File: config.mk
export PLATFORM = sky130hd
export DESIGN_NAME = multicycle_ctrl
export DESIGN_NICKNAME = d
export VERILOG_FILES = /design/src/rtl/multicycle_ctrl.sv
export SDC_FILE = /design/constraint.sdc
export NUM_CORES = 1
export LEC_CHECK = 0
export ABC_AREA = 1
export CORE_MARGIN = 3
export CORE_UTILIZATION = 41
export CTS_CLUSTER_SIZE = 28
export DETAILED_ROUTE_END_ITERATION = 8
export GPL_TIMING_DRIVEN = 0
export HOLD_SLACK_MARGIN = 0.03
export PLACE_DENSITY = 0.8
export RECOVER_POWER = 25
export SETUP_SLACK_MARGIN = 0.2
export SLEW_MARGIN = 20
export SYNTH_ARGS = -nofsm -noshare
export SYNTH_HDL_FRONTEND = slang
export SYNTH_SLANG_ARGS = --single-unit
export TNS_END_PERCENT = 5
File: constraint.sdc
create_clock -name clk -period 1.5 [get_ports clk]
set_clock_uncertainty 0.15 [all_clocks]
set_input_delay 0.3 -clock clk [delete_from_list [all_inputs] [get_ports clk]]
set_output_delay 0.3 -clock clk [all_outputs]
set_load 0.01 [all_outputs]
File: src/rtl/multicycle_ctrl.sv
// multicycle_ctrl: Moore control sequencer for the multi-cycle MIPS datapath.
// Optional feature macro: OVERFLOW_TRAP_EN (trap signed overflow at add/sub/addi write-back).
module multicycle_ctrl (
  input  logic       clk,
  input  logic       rst,
  input  logic [5:0] opcode,
  input  logic [5:0] funct,
  input  logic       zero,
  input  logic       overflow,
  input  logic       mem_ready,
  output logic       PCWrite,
  output logic       IorD,
  output logic       MemRead,
  output logic       MemWrite,
  output logic       IRWrite,
  output logic       RegDst,
  output logic       Jal,
  output logic [1:0] DatatoReg,
  output logic       ALUSrc_A,
  output logic [1:0] ALUSrc_B,
  output logic [2:0] ALU_Control,
  output logic [1:0] PCSource,
  output logic [1:0] Branch,
  output logic       RegWrite,
  output logic       trap,
  output logic [3:0] state
);

  localparam logic [3:0] S_IF   = 4'd0,  S_ID   = 4'd1,  S_MADDR = 4'd2,  S_MRD = 4'd3;
  localparam logic [3:0] S_LWB  = 4'd4,  S_MWR  = 4'd5,  S_REX   = 4'd6,  S_RWB = 4'd7;
  localparam logic [3:0] S_BR   = 4'd8,  S_J    = 4'd9,  S_IEX   = 4'd10, S_IWB = 4'd11;
  localparam logic [3:0] S_JAL  = 4'd12, S_JR   = 4'd13, S_TRAP  = 4'd14, S_RST = 4'd15;

  localparam logic [5:0] OP_R   = 6'b000000, OP_LW   = 6'b100011, OP_SW  = 6'b101011;
  localparam logic [5:0] OP_BEQ = 6'b000100, OP_BNE  = 6'b000101, OP_J   = 6'b000010;
  localparam logic [5:0] OP_JAL = 6'b000011, OP_ADDI = 6'b001000, OP_SLTI = 6'b001010;
  localparam logic [5:0] OP_LUI = 6'b001111;

  localparam logic [5:0] F_ADD = 6'b100000, F_SUB = 6'b100010, F_AND = 6'b100100;
  localparam logic [5:0] F_OR  = 6'b100101, F_XOR = 6'b100110, F_NOR = 6'b100111;
  localparam logic [5:0] F_SLT = 6'b101010, F_SRL = 6'b000010, F_JR  = 6'b001000;

  function automatic logic r_legal(input logic [5:0] f);
    case (f)
      F_ADD, F_SUB, F_AND, F_OR, F_XOR, F_NOR, F_SLT, F_SRL: r_legal = 1'b1;
      default: r_legal = 1'b0;
    endcase
  endfunction

  function automatic logic [2:0] r_alu(input logic [5:0] f);
    case (f)
      F_ADD:   r_alu = 3'b010;
      F_SUB:   r_alu = 3'b110;
      F_AND:   r_alu = 3'b000;
      F_OR:    r_alu = 3'b001;
      F_XOR:   r_alu = 3'b011;
      F_NOR:   r_alu = 3'b100;
      F_SLT:   r_alu = 3'b111;
      F_SRL:   r_alu = 3'b101;
      default: r_alu = 3'b000;
    endcase
  endfunction

  logic [3:0] nxt;
  logic       ovf_trap;

`ifdef OVERFLOW_TRAP_EN
  assign ovf_trap = overflow &
                    (((state == S_RWB) && ((funct == F_ADD) || (funct == F_SUB))) ||
                     ((state == S_IWB) && (opcode == OP_ADDI)));
`else
  assign ovf_trap = overflow & 1'b0;
`endif

  always_comb begin
    nxt = S_IF;
    case (state)
      S_IF:    nxt = mem_ready ? S_ID : S_IF;
      S_ID: begin
        case (opcode)
          OP_R:                   nxt = (funct == F_JR) ? S_JR : S_REX;
          OP_LW, OP_SW:           nxt = S_MADDR;
          OP_BEQ, OP_BNE:         nxt = S_BR;
          OP_J:                   nxt = S_J;
          OP_JAL:                 nxt = S_JAL;
          OP_ADDI, OP_SLTI, OP_LUI: nxt = S_IEX;
          default:                nxt = S_TRAP;
        endcase
      end
      S_MADDR: nxt = (opcode == OP_LW) ? S_MRD : S_MWR;
      S_MRD:   nxt = mem_ready ? S_LWB : S_MRD;
      S_MWR:   nxt = mem_ready ? S_IF : S_MWR;
      S_REX:   nxt = r_legal(funct) ? S_RWB : S_TRAP;
      S_RWB:   nxt = ovf_trap ? S_TRAP : S_IF;
      S_IEX:   nxt = S_IWB;
      S_IWB:   nxt = ovf_trap ? S_TRAP : S_IF;
      default: nxt = S_IF;
    endcase
  end

  always_ff @(posedge clk) begin
    if (rst) state <= S_RST;
    else     state <= nxt;
  end

  // Control decode; everything is forced low while rst is asserted.
  always_comb begin
    PCWrite = 1'b0; IorD = 1'b0; MemRead = 1'b0; MemWrite = 1'b0; IRWrite = 1'b0;
    RegDst = 1'b0; Jal = 1'b0; DatatoReg = 2'b00; ALUSrc_A = 1'b0; ALUSrc_B = 2'b00;
    ALU_Control = 3'b000; PCSource = 2'b00; Branch = 2'b00; RegWrite = 1'b0; trap = 1'b0;
    if (!rst) begin
      case (state)
        S_IF: begin
          MemRead = 1'b1; ALUSrc_B = 2'b01; ALU_Control = 3'b010;
          PCWrite = mem_ready; IRWrite = mem_ready;
        end
        S_ID:    begin ALUSrc_B = 2'b11; ALU_Control = 3'b010; end
        S_MADDR: begin ALUSrc_A = 1'b1; ALUSrc_B = 2'b10; ALU_Control = 3'b010; end
        S_MRD:   begin MemRead = 1'b1; IorD = 1'b1; end
        S_MWR:   begin MemWrite = 1'b1; IorD = 1'b1; end
        S_LWB:   begin RegWrite = 1'b1; DatatoReg = 2'b01; end
        S_REX:   begin ALUSrc_A = 1'b1; ALU_Control = r_alu(funct); end
        S_RWB:   begin RegWrite = ~ovf_trap; RegDst = 1'b1; ALU_Control = r_alu(funct); end
        S_BR: begin
          ALUSrc_A = 1'b1; ALU_Control = 3'b110; PCSource = 2'b01;
          Branch  = (opcode == OP_BEQ) ? 2'b01 : 2'b10;
          PCWrite = (opcode == OP_BEQ) ? zero : ~zero;
        end
        S_J:     begin PCWrite = 1'b1; PCSource = 2'b10; end
        S_JAL: begin
          PCWrite = 1'b1; PCSource = 2'b10; RegWrite = 1'b1; Jal = 1'b1; DatatoReg = 2'b10;
        end
        S_JR:    begin ALUSrc_A = 1'b1; ALU_Control = 3'b001; PCWrite = 1'b1; end
        S_IEX: begin
          ALUSrc_A = 1'b1; ALUSrc_B = 2'b10;
          ALU_Control = (opcode == OP_SLTI) ? 3'b111 : 3'b010;
        end
        S_IWB: begin
          RegWrite  = ~ovf_trap;
          DatatoReg = (opcode == OP_LUI) ? 2'b11 : 2'b00;
        end
        S_TRAP:  begin trap = 1'b1; PCWrite = 1'b1; PCSource = 2'b11; end
        default: ;
      endcase
    end
  end

endmodule

---- Word-level counts from Yosys, hierarchy flattened ----
Cells that the tools add are included.
storage, ports and cells
  flip-flop bits (word level) ............. 4
  input port bits ......................... 17
  output and inout port bits .............. 25
  word-level logic and storage cells ...... 94
cells by class
  eq/ne operators ......................... 32
  multiplexer cells ....................... 45
  bitwise gates (word level) .............. 1
  reduce and logical (&&, ||, !) cells .... 15
operators with widths
  operator                                                                number
  6-bit equality test (second input constant)                             9
  4-bit equality test (second input constant)                             7
  4-bit one-hot mux with 7 select lines                                   1
  6-bit by 4-bit equality test with 1-bit output (second input constant)  4
  4-bit one-hot mux with 6 select lines                                   1
  1-bit two-way mux                                                       23
  3-bit one-hot mux with 7 select lines                                   1
  6-bit by 2-bit equality test with 1-bit output (second input constant)  3
  2-bit one-hot mux with 3 select lines                                   3
  4-bit by 3-bit equality test with 1-bit output (second input constant)  4
  3-bit two-way mux                                                       5
  3-bit one-hot mux with 5 select lines                                   1
  2-bit two-way mux                                                       7
  2-bit OR reduction                                                      7
  6-bit by 3-bit equality test with 1-bit output (second input constant)  2
  4-bit by 2-bit equality test with 1-bit output (second input constant)  2
  4-bit two-way mux                                                       2
  4-bit OR reduction                                                      2
  8-bit OR reduction                                                      1
  6-bit zero test                                                         1
  3-bit OR reduction                                                      2
  5-bit OR reduction                                                      1
  4-bit by 1-bit equality test with 1-bit output (second input constant)  1
  4-bit zero test                                                         1
  2 further kinds                                                         2

---- Depth between registers and ports, before layout ----
Gate-level depths: netlist of run 1.
  depth after elaboration ................. 6
  depth in mapped cells ................... 9
  depth with buffers taken out ............ 9

---- Least setup slack after synthesis of run 1 ----
Ideal clock, no wire load.
  path type ............................... register to output
  start point ............................. reg state[2]
  end point ............................... out ALU_Control[1]
  arrival ................................. 1.169 ns
  required time ........................... 1.050 ns
  path slack .............................. -0.119 ns
  stages on the path, launching flop included .. 7
  buffers on the path ..................... 0
  path through ............................ dfxtp_1 inv_2 nor2_4 nand2_1 nand2_2 nand2_1 a21oi_1
on the way
  cells in the longest elaborated chain, start to end .. 4
  elaborated cells on any way between the ends .. 12
  those cells by class .................... eq/ne: 7; mux: 2; reduce/logical: 3
RTL lines
  what                                                                       line  text
  start: declaration                                                         26    output logic [3:0] state
  start signal: assignment                                                   103   else state <= nxt;
  4-bit by 2-bit equality test with 1-bit output (tied with other cells)     112   case (state)
  3-bit OR reduction (no line) / 2-bit OR reduction (equally long branches)  --
  3-bit one-hot mux with 5 select lines (*)                                  112
  3-bit two-way mux (*)                                                      111   if (!rst) begin
  end: declaration                                                           21    output logic [2:0] ALU_Control,
Mark *: on every way between the ends. The rest lies on a longest branch, timed or not.

---- Worst setup path in the final report of run 1 ----
  start point ............................. reg state[3]
  end point ............................... out IorD
on the way
  cells in the longest elaborated chain, start to end .. 4
  elaborated cells on any way between the ends .. 5
  those cells by class .................... eq/ne: 2; mux: 2; reduce/logical: 1
RTL lines
  what                                                                                                                     line  text
  4-bit by 3-bit equality test with 1-bit output / 4-bit by 2-bit equality test with 1-bit output (equally long branches)  112
  2-bit OR reduction (no line) (*)                                                                                         --
  1-bit two-way mux (*)                                                                                                    112
  1-bit two-way mux (*)                                                                                                    111
  end: declaration                                                                                                         12    output logic IorD,
Marks and branches as above.

==> flow_metrics.env, run 1 <==
export IMPL_synth_ff_latch_count=4
export IMPL_required_ns=1.05
export IMPL_htreeDepth=1
export IMPL_layout_min_cycle_time_ns=1.896
export IMPL_critPathArrivalTime_ns=1.45
export IMPL_p_leak_nw=0.8396
export IMPL_synthesis_nets=197
export IMPL_fin_crit_sh=1.264
export IMPL_nets=259
export IMPL_die_width_microns=52.88
export IMPL_grt_overflow_total=0
export IMPL_drive_above_1_share=0.4958
export IMPL_rrSetupSlack_ns=-0.04
export IMPL_root_buffer="clkbuf_4"
export IMPL_hold_viol=0
export IMPL_dp_hpwl_microns=2459
export IMPL_slowest_delay_ns=0.37
export IMPL_final_setup_tns_ns=-5.865
export IMPL_drc=0
export IMPL_setup_viol=22
export IMPL_avgRoutedWirePerCell_microns=14.03
export IMPL_avgViaCountPerCell=5.378
export IMPL_seqCellArea_sq_um=95.09
export IMPL_busiest_layer="met2"
export IMPL_track_usage=0.2753
export IMPL_run_status="complete, but fails checks"
export IMPL_drtIter0Drc=54
export IMPL_layout_commonest_cell="nand2_1"
export IMPL_synth_seq_area_share=0.08889
export IMPL_slew_headroom=0.8045
export IMPL_p_int_w=0.0004495
export IMPL_cts_hold_buf=0
export IMPL_pwr_density_cell_nw_per_um2=524.6
export IMPL_p_comb_frac=0.650
export IMPL_ios=42
export IMPL_postSynthCellCount=180
export IMPL_largest_register="state"
export IMPL_crit_path_end_kind="output pin"
export IMPL_dieArea_sq_um=2796
export IMPL_use_met1=0.2992
export IMPL_postSynthAreaPerCell_sq_um=5.005
export IMPL_clkTransAtPathRegs_ns=0.04
export IMPL_max_freq_mhz=527.4
export IMPL_syn_area_sq_um=900.9
export IMPL_coreArea_sq_um=2022
export IMPL_grt_start_max_net_pins=11
export IMPL_rows=16
export IMPL_critPathTopFamily="flip-flops"
export IMPL_start_kind="register"
export IMPL_p_total_w=0.0008599
export IMPL_critPathBufInv=2
export IMPL_largestRegisters="state x4"
export IMPL_rsz0062_at_grt="yes"
export IMPL_worstSetupPathType="reg2out"
export IMPL_syn_to_final_growth_pct=81.94
export IMPL_cp_slowest_cell="dfxtp_4"
export IMPL_num_vias=1436
export IMPL_drt_wl_total_microns=3746
export IMPL_synth_distinct_cells=25
export IMPL_drtAntennaViolNets=0
export IMPL_drv_slew=0
export IMPL_gp_congestion=0.8909
export IMPL_nFillCells=146
export IMPL_hp_class="in2reg"
export IMPL_clkPwrFrac=0.163
export IMPL_clock_sinks=4
export IMPL_met3_usage=0.03944
export IMPL_power_switching_w=0.0004104
export IMPL_portBuffers=39
export IMPL_cts_tree="yes"
export IMPL_grt_met2_usage=0.5351
export IMPL_max_slew_worst_pin_slew_ns=0.2929
export IMPL_largest_register_ffs=4
export IMPL_diodes=0
export IMPL_grt_pass1_wl_microns=5802
export IMPL_final_cell_mix="nand2_1 (31), nor2_1 (24), nand3_1 (17), inv_1 (17), buf_2 (17)"
export IMPL_pwr_share_seq=0.187
export IMPL_cts_buffer_depth=2
export IMPL_synth_warnings=0
export IMPL_insertion_delay_ns=0.24
export IMPL_maxCapViolCount=0
export IMPL_initial_core_util=0.4455
export IMPL_numCtsBuffers=3
export IMPL_setup_ws_ns=-0.3960
export IMPL_grt_pass1_vias=1351
export IMPL_ir_drop_mv=0.4579
export IMPL_swShare=0.4773
export IMPL_crit_chain="buf_12, nor2_4, nand2_2, a21oi_2, clkdlybuf4s15_2"
export IMPL_crit_path_max_fanout=4
export IMPL_antenna_found_initial=0
export IMPL_die_y_microns=52.88
export IMPL_multiInputGateArea_sq_um=903.4
export IMPL_drt_pass1_iterations=4
export IMPL_violations="negative setup slack"
==> kinds of logic (layout without fill, tap and decap cells) <==
logic type | after synthesis | after routing | share of synthesized area
xor gates and xnor gates | 1 | 1 | 0.009724
buffers and inverters | 32 | 92 | 0.1333
AOI/OAI and AO/OA | 22 | 22 | 0.1431
DFF | 4 | 4 | 0.08889
and+or+nand+nor | 121 | 121 | 0.6250
==> worst min-delay path, cell delays in order <==
cell and delay (ns):
clkbuf_2 0.11, nor2_1 0.07, nand3_1 0.09, a21oi_1 0.08, nand3_1 0.08
==> final timing paths <==
path	from	end	depth (start not counted)
setup reg to reg	state[3]	state[0]	7
hold reg to reg	state[1]	state[1]	5
hold / removal	opcode[4]	state[2]	5
setup / recovery	state[3]	IorD	5
==> per-layer routing <==
layer / share of wire / vias up
met3: 0.066 / 5
li1: - / 700
met4: 0.0056 / 0
met1: 0.40 / 667
met5: 0 / -
met2: 0.53 / 64
==> synth_stat cells (all sizes together) <==
| cell type | number | area, sq um |
|---|---|---|
| a31oi | 2 | 12.51 |
| xnor2 | 1 | 8.760 |
| nand4 | 2 | 12.51 |
| a21boi | 1 | 7.510 |
| a211oi | 1 | 7.510 |
| nor2 | 44 | 210.2 |
| a21oi | 10 | 50.05 |
| nand3 | 22 | 110.1 |
| inv | 30 | 112.6 |
| clkbuf | 2 | 7.510 |
| o211ai | 3 | 22.52 |
| nand2 | 48 | 197.7 |
| o21ai | 3 | 15.01 |
| dfxtp | 4 | 80.08 |
| nand3b | 1 | 7.510 |
| a22oi | 1 | 7.510 |
| o22ai | 1 | 6.260 |
| nor3 | 4 | 25.02 |
==> timing repair <==
| item | CTS | global route |
|---|---|---|
| endpoints found under the setup margin | 29 | 29 |
| buffers inserted | 15 | 3 |
| cloned | 0 | 0 |
| pin swaps | 18 | 11 |
| resized for setup | 138 | 27 |
==> power groups by stage <==
stage | combinational, W | clock [W] | sequential (W)
2_1_floorplan | 0.000259 | 0 | 0.000161
3_3_place_gp | 0.000438 | 0 | 0.000157
3_5_place_dp | 0.000448 | 0 | 0.000158
4_1_cts | 0.000505 | 0.000133 | 0.000157
5_1_grt | 0.000602 | 0.000141 | 0.000163
6_report | 0.000559 | 0.000140 | 0.000161
==> cell type report <==
type                       instances  area share
sequential                         4     0.05802
timing repair buffer              57      0.2725
inverter                          30     0.07786
multi-input combinational        144      0.5511
tap                               27     0.02061
clock buffer                       3     0.01374
buffer                             2    0.006107
==> through the flow <==
step	instances	cell area, sq um	utilization	worst slack [ns]	hold slack (ns)
final	267	1639	0.8106	-0.3960	0.3842
after CTS	264	1573	0.7778	-0.3435	0.4855
after detailed placement	246	1420	0.7024	-1.073	0.5967
after floorplan	180	996.0	-	0.05982	0.4069
after global routing	267	1639	0.8106	-0.4615	0.4363
after global placement	246	1420	0.7024	-1.023	0.5780
No activity file was read; power rests on OpenSTA's default activity.
==> run 2: changes to the inputs <==
CORE_UTILIZATION = 44   (was 41)
PLACE_DENSITY = 0.85   (was 0.8)
clock period = 2.5 ns   (was 1.5 ns; I/O delays follow)
==> run 2 against run 1 <==
  * Global-route usage decreased by 2.0 points
  * The flow now finishes without violations
  * Flip-flop and latch count unchanged
  * Count of clock-buffer cells in the layout unchanged
  * Register-to-register slack improved by 1.0 ns
  * Clock power decreased by 39%
  * Critical path depth unchanged
  * Non-clock buffer count decreased by 16
==> flow_metrics.env, run 2 (synthesis gave the netlist of run 1 again) <==
export IMPL_track_usage=0.2554
export IMPL_dieArea_sq_um=2627
export IMPL_clkTransAtPathRegs_ns=0.04
export IMPL_final_cell_mix="nand2_1 (37), nor2_1 (26), inv_1 (22), nand3_1 (21), dlymetal6s2s_1 (16)"
export IMPL_diodes=0
export IMPL_largest_register_ffs=4
export IMPL_drc=0
export IMPL_max_freq_mhz=426.2
export IMPL_die_width_microns=51.25
export IMPL_avgViaCountPerCell=5.450
export IMPL_drtAntennaViolNets=0
export IMPL_coreArea_sq_um=1821
export IMPL_gp_congestion=0.9007
export IMPL_clock_sinks=4
export IMPL_syn_to_final_growth_pct=58.61
export IMPL_min_from="rst"
export IMPL_portBuffers=39
export IMPL_cts_hold_buf=0
export IMPL_pwr_density_cell_nw_per_um2=307.2
export IMPL_dp_hpwl_microns=2441
export IMPL_cp_slowest_cell="clkdlybuf4s50_1"
export IMPL_grt_start_max_net_pins=11
export IMPL_crit_path_max_fanout=4
export IMPL_slowest_delay_ns=0.55
export IMPL_die_y_microns=51.25
export IMPL_initial_core_util=0.4948
export IMPL_grt_pass1_wl_microns=5250
export IMPL_numCtsBuffers=3
export IMPL_root_buffer="clkbuf_4"
export IMPL_grt_overflow_total=0
export IMPL_crit_chain="nand2_2, inv_1, nand2_1, a21oi_1, clkdlybuf4s50_1"
export IMPL_worstSetupPathType="reg2out"
export IMPL_rows=15
export IMPL_nFillCells=151
export IMPL_largest_register="state"
export IMPL_cts_buffer_depth=2
export IMPL_ios=42
export IMPL_maxCapViolCount=0
export IMPL_p_total_w=0.0004390
export IMPL_slew_headroom=0.8382
export IMPL_hold_ws_ns=0.5913
export IMPL_critPathBufInv=2
export IMPL_rsz0062_at_grt="yes"
export IMPL_drt_pass1_iterations=4
export IMPL_layout_commonest_cell="nand2_1"
export IMPL_drtIter0Drc=45
export IMPL_htreeDepth=1
export IMPL_setup_viol=0
export IMPL_grt_pass1_vias=1238
export IMPL_hp_class="in2reg"
export IMPL_cts_tree="yes"
export IMPL_start_kind="register"
export IMPL_startpoint="state[0]"
export IMPL_drt_wl_total_microns=3260
export IMPL_ir_drop_mv=0.3064
export IMPL_fin_crit_sh=0.9386
export IMPL_critPathArrivalTime_ns=1.70
export IMPL_layout_min_cycle_time_ns=2.346
export IMPL_run_status="finished, final reports clean"
export IMPL_critPathTopFamily="buffers and inverters"
export IMPL_p_leak_nw=0.9121
export IMPL_antenna_found_initial=0
export IMPL_worstReg2RegStart="state[0]"
export IMPL_drive_above_1_share=0.2545
export IMPL_avgRoutedWirePerCell_microns=13.09
export IMPL_insertion_delay_ns=0.25
export IMPL_drv_slew=0
export IMPL_num_vias=1357
export IMPL_nets=243
export IMPL_hold_viol=0
export IMPL_max_slew_worst_pin_slew_ns=0.2417
export IMPL_largestRegisters="state x4"
export IMPL_crit_path_end_kind="output pin"
export IMPL_required_ns=1.85
[run 2: cell count changes in the layout (fill, tap and decap cells not counted), sizes merged]
| cell | delta |
|---|---|
| buf | -32 |
| dlymetal6s2s | +16 |
| clkdlybuf4s15 | -4 |
| clkdlybuf4s50 | +3 |
| dlygate4sd3 | +3 |
| dlygate4sd2 | -2 |
[run 2: metrics by stage]
step           setup slack, ns  cell area, sq um  utilization  setup TNS, ns  cells
2_1_floorplan           0.5956             900.9            -              0    180
3_3_place_gp           -0.3897              1323       0.7265         -2.262    244
3_5_place_dp           -0.4270              1323       0.7265         -2.554    244
4_1_cts                0.01789              1376       0.7560              0    249
5_1_grt                0.08475              1429       0.7849              0    249
6_report                0.1535              1429       0.7849              0    249
[run 2: worst reg2reg max path, cell delays in order (launching register included)]
cell      delay, ns
dfxtp_2        0.38
inv_2          0.09
nand2_4        0.11
inv_1          0.08
nand3_1        0.12
nand2_1        0.07
nor2_1         0.11
a21boi_1       0.16
nand3_1        0.10
[run 2: final timing paths]
| check | to | slack [ns] | cells after the start |
|---|---|---|---|
| worst min-delay path | state[1] | 0.59 | 3 |
| worst min register to register | state[1] | 0.61 | 5 |
| worst max register to register | state[0] | 0.99 | 8 |
| worst max-delay path | RegWrite | 0.15 | 5 |
[run 2: layout make-up]
cell class,count,area [sq um],share of cell area
repair buffers,41,394.1,0.2758
well taps,25,31.28,0.02189
plain buffers,2,10.01,0.007005
clock buffers,3,22.52,0.01576
multi-input cells,144,765.7,0.5359
inverters,30,112.6,0.07881
flip-flops and latches,4,92.59,0.06480
[run 2: power breakdown]
part / total, W / internal [W] / switching [W]
clock network: 0.0000858 / 0.0000541 / 0.0000318
registers: 0.0000954 / 0.0000751 / 0.0000202
logic: 0.000258 / 0.000102 / 0.000156
[run 2: what timing repair did]
item,CTS,global route
endpoints found under the setup margin,21,21
buffers inserted,2,0
endpoints found under the hold margin,0,0
resized for setup,45,44
pin swaps,4,8
[run 2: metal layers]
layer	global-route usage	vias up	wire length, microns
met5	0	-	0
met1	0.3129	615	1364
met4	0.06114	0	16
met3	0.04665	2	275
li1	-	669	-
met2	0.4571	71	1604
==> run 3: changes to the inputs <==
CORE_UTILIZATION = 41   (was 44)
PLACE_DENSITY = 0.8   (was 0.85)
clock period = 2.43 ns   (was 2.5 ns; I/O delays follow)
==> run 3 against run 2 <==
  * Global-route usage decreased by 3.7 points
  * Count of clock-buffer cells in the layout unchanged
  * Combinational power increased by 2%
  * Hold slack improved by 0.011 ns
  * First-iteration DRC count decreased by 4.4%
  * Non-clock buffer count increased by 1
  * Design area increased by 1.2%
  * Power increased by 1.0%
  * Clock power decreased by 5.0%
==> flow_metrics.env, run 3 (synthesis gave the netlist of run 1 again) <==
export IMPL_setup_viol=0
export IMPL_final_design_area_no_fill_sq_um=1446
export IMPL_required_ns=1.79
export IMPL_antenna_found_initial=0
export IMPL_fin_crit_sh=0.9458
export IMPL_nFillCells=183
export IMPL_use_met1=0.2681
export IMPL_num_vias=1324
export IMPL_p_leak_nw=0.7979
export IMPL_max_freq_mhz=435.1
export IMPL_rows=16
export IMPL_htreeDepth=1
export IMPL_reg2reg_depth=8
export IMPL_p_total_w=0.0004433
export IMPL_ir_drop_mv=0.4493
export IMPL_grt_pass1_wl_microns=4719
export IMPL_portBuffers=39
export IMPL_initial_core_util=0.4455
export IMPL_nets=244
export IMPL_avgRoutedWirePerCell_microns=12.43
export IMPL_placed_cell_area_sq_um=1325
export IMPL_layout_commonest_cell="nand2_1"
export IMPL_max_slew_worst_pin_slew_ns=0.2583
export IMPL_instances_no_fill=252
export IMPL_slew_headroom=0.8275
export IMPL_holdPathEnd="state[2]"
export IMPL_dp_cells=246
export IMPL_numCtsBuffers=3
export IMPL_grt_met2_usage=0.4050
export IMPL_final_cell_mix="nand2_1 (37), nor2_1 (28), inv_1 (21), nand3_1 (20)"
export IMPL_grt_overflow_total=0
export IMPL_clkTransAtPathRegs_ns=0.04
export IMPL_avgViaCountPerCell=5.254
export IMPL_reg2reg_to="state[0]"
export IMPL_track_usage=0.2188
export IMPL_maxCapViolCount=0
export IMPL_clock_sinks=4
export IMPL_drtIter0Drc=43
export IMPL_gp_congestion=0.8859
export IMPL_crit_path_max_fanout=6
export IMPL_diodes=0
export IMPL_largestRegisters="state x4"
export IMPL_hold_viol=0
export IMPL_rrSetupSlack_ns=0.97
export IMPL_pwr_density_cell_nw_per_um2=306.5
export IMPL_coreArea_sq_um=2022
export IMPL_met3_usage=0.04507
export IMPL_grt_start_max_net_pins=11
export IMPL_cts_hold_buf=0
export IMPL_start_kind="register"
export IMPL_drv_slew=0
export IMPL_insertion_delay_ns=0.23
export IMPL_cts_buffer_depth=2
export IMPL_worstSetupPathType="reg2out"
export IMPL_die_y_microns=52.88
export IMPL_dieArea_sq_um=2796
export IMPL_drc=0
export IMPL_ios=42
export IMPL_cts_tree="yes"
export IMPL_syn_to_final_growth_pct=60.56
export IMPL_hp_class="in2reg"
export IMPL_largest_register="state"
export IMPL_busiest_layer="met2"
export IMPL_drive_above_1_share=0.2578
export IMPL_finish_utilization=0.7153
export IMPL_run_status="finished, final reports clean"
export IMPL_crit_path_end_kind="output pin"
export IMPL_die_width_microns=52.88
export IMPL_rsz0062_at_grt="yes"
export IMPL_min_from="opcode[4]"
export IMPL_layout_min_cycle_time_ns=2.298
export IMPL_holdPathStages=5
export IMPL_drtAntennaViolNets=0
export IMPL_root_buffer="clkbuf_4"
export IMPL_grt_pass1_vias=1149
export IMPL_critPathArrivalTime_ns=1.66
export IMPL_drt_wl_total_microns=3132
export IMPL_worstReg2RegStart="state[1]"
export IMPL_drt_pass1_iterations=4
export IMPL_dp_hpwl_microns=2352
export IMPL_largest_register_ffs=4
[run 3: timing repair]
action | 4_1_cts | 5_1_grt
pin swaps | 3 | 6
hold endpoints to repair | 0 | 0
setup buffers | 1 | 2
resized for setup | 47 | 29
endpoints found under the setup margin | 21 | 20
[run 3: power breakdown]
group | internal (W) | leakage (nW) | switching, W
Combinational | 0.000107 | 0.750 | 0.000157
Clock | 0.0000552 | 0.0138 | 0.0000263
Sequential | 0.0000773 | 0.0341 | 0.0000209
[run 3: layer usage]
layer | up-vias | wire (microns)
met1 | 601 | 1311
met3 | 0 | 210
met5 | - | 0
met2 | 56 | 1610
li1 | 667 | -
met4 | 0 | 0
[run 3: final cells by class]
cell class                      instances  area [sq um]  area share
Buffer                                  2         10.01    0.006920
Clock buffer                            3         22.52     0.01557
Inverter                               30         112.6     0.07785
Multi-Input combinational cell        144         769.5      0.5320
Sequential cell                         4         90.09     0.06228
Tap cell                               27         33.78     0.02336
Timing Repair Buffer                   42         407.9      0.2820
[run 3: worst max-delay path: stages, from the launching register on]
cell and delay, ns:
dfxtp_4 0.40, inv_2 0.07, nor2_4 0.12, nand2_1 0.12, a21oi_1 0.17, clkdlybuf4s50_1 0.55
[run 3: through the flow]
| stage | hold WS [ns] | setup WS, ns | TNS (ns) |
|---|---|---|---|
| after floorplan | 0.5936 | 0.5536 | 0 |
| after global placement | 0.6752 | -0.4463 | -2.628 |
| after detailed placement | 0.6880 | -0.4781 | -2.942 |
| after CTS | 0.5940 | -0.03054 | -0.06619 |
| after global routing | 0.6484 | 0.03941 | 0 |
| final | 0.6019 | 0.1316 | 0 |
[run 3: worst max-delay path by stage]
| stage | from | end | slack (ns) |
|---|---|---|---|
| 4_1_cts | funct[1] | ALU_Control[2] | -0.03 |
| 2_1_floorplan | funct[4] | ALU_Control[2] | 0.55 |
| 3_3_place_gp | funct[5] | ALU_Control[2] | -0.45 |
| 6_report | state[2] | RegWrite | 0.13 |
| 5_1_grt | funct[0] | ALU_Control[2] | 0.04 |
| 3_5_place_dp | funct[5] | ALU_Control[2] | -0.48 |
==> RTL edit, RTL diff (settings of run 3) <==
Reset style: asynchronous (`rst`), changed in one clocked block.
--- a/src/rtl/multicycle_ctrl.sv
+++ b/src/rtl/multicycle_ctrl.sv
@@ -98,7 +98,7 @@
     endcase
   end
 
-  always_ff @(posedge clk) begin
+  always_ff @(posedge clk or posedge rst) begin
     if (rst) state <= S_RST;
     else     state <= nxt;
   end
Function: differs if rst is asserted again (counterexample within 4 cycles, from zero or initial values and one cycle with rst high); with rst held inactive, the same outputs for 10 cycles.
==> RTL edit against run 3 <==
- the run now ends with negative setup slack left
- register-to-register slack worse by 0.03 ns
- sequential cell count stayed put
- setup slack worse by 0.16 ns
- cell area hardly changed
- wire length shrank 2.9%
- non-clock buffer count is 4 higher
- area after synthesis increased by 0.83%
- global-route usage rose by 0.38 points
- synthesized cell count increased by 3.3%
- largest cell class unchanged
Power is not compared: it rests on default switching activity, and its combinational part moved more than twofold at a synthesized area within 25%.
==> RTL edit: results (changes against run 3) <==
| Metric | Value |
|---|---|
| Vias in the first global route | `1180 (+2.7%)` |
| Quantity of gates resized following cts | `44 (-6.4%)` |
| Ys flop type | `dfstp_2` |
| DP Area | `1330 um^2 (+0.57%)` |
| Nonclk buf count | `48 (+9.1%)` |
| Met3 usage in global routing | `1.69% (-2.8 points)` |
| Sequential area share after synthesis | `11.6% (+2.7 points)` |
| Wl on met1 | `1310 um (-0.15%)` |
| Final WS setup | `-0.0316 ns (-0.163 ns)` |
| Critical Path AT | `1.83 ns (+0.17 ns)` |
| Yosys top cell area share | `20.7% (+2.7 points)` |
| Share of cells above drive strength 1 | `25.1% (-0.67 points)` |
| Final setup viols | `2 (+2)` |
| Post-synth ARST share | `100% (+100 points)` |
| DRT Wirelength | `3040 um (-2.9%)` |
| Largest cells by area after synthesis | `nand2_1, nor2_1, dfstp_2` |
| DR top layer | `met4` |
| Status | `complete, but fails checks` |
| Post-DP HPWL | `2330 um (-1.0%)` |
| Reg2reg start | `state[2]` |
| Multi-input gates | `147 (+2.1%)` |
| Failing checks | `negative setup slack` |
| Routing usage on met1 | `27.9% (+1.1 points)` |
| Inverters | `33 (+10%)` |
| NonClk Buf Share | `29.2% (+0.32 points)` |
RTL edit: kinds of logic after synthesis:
group	synth area share (%)
and+or+nand+nor	57.3
DFF	11.6
AOI/OAI and AO/OA	16.7
buffers and inverters	14.5
RTL edit: stage by stage:
stage / hold slack (ns) / setup TNS [ns] / util, %
4_1_cts: 0.409 / -0.392 / 70.0
3_5_place_dp: 0.552 / -3.17 / 65.9
2_1_floorplan: 0.522 / 0 / -
3_3_place_gp: 0.552 / -2.89 / 65.9
6_report: 0.396 / -0.0561 / 71.6
5_1_grt: 0.435 / -0.348 / 71.6
RTL edit: worst paths after layout:
check / cells past startpoint / slack, ns / end
max: 9 / -0.03 / ALU_Control[1]
min: 2 / 0.40 / state[2]
max reg2reg: 7 / 0.94 / state[1]
min reg2reg: 4 / 0.55 / state[2]
max in group asynchronous: 2 / 1.71 / state[1]
min in group clk: 4 / 0.55 / state[2]
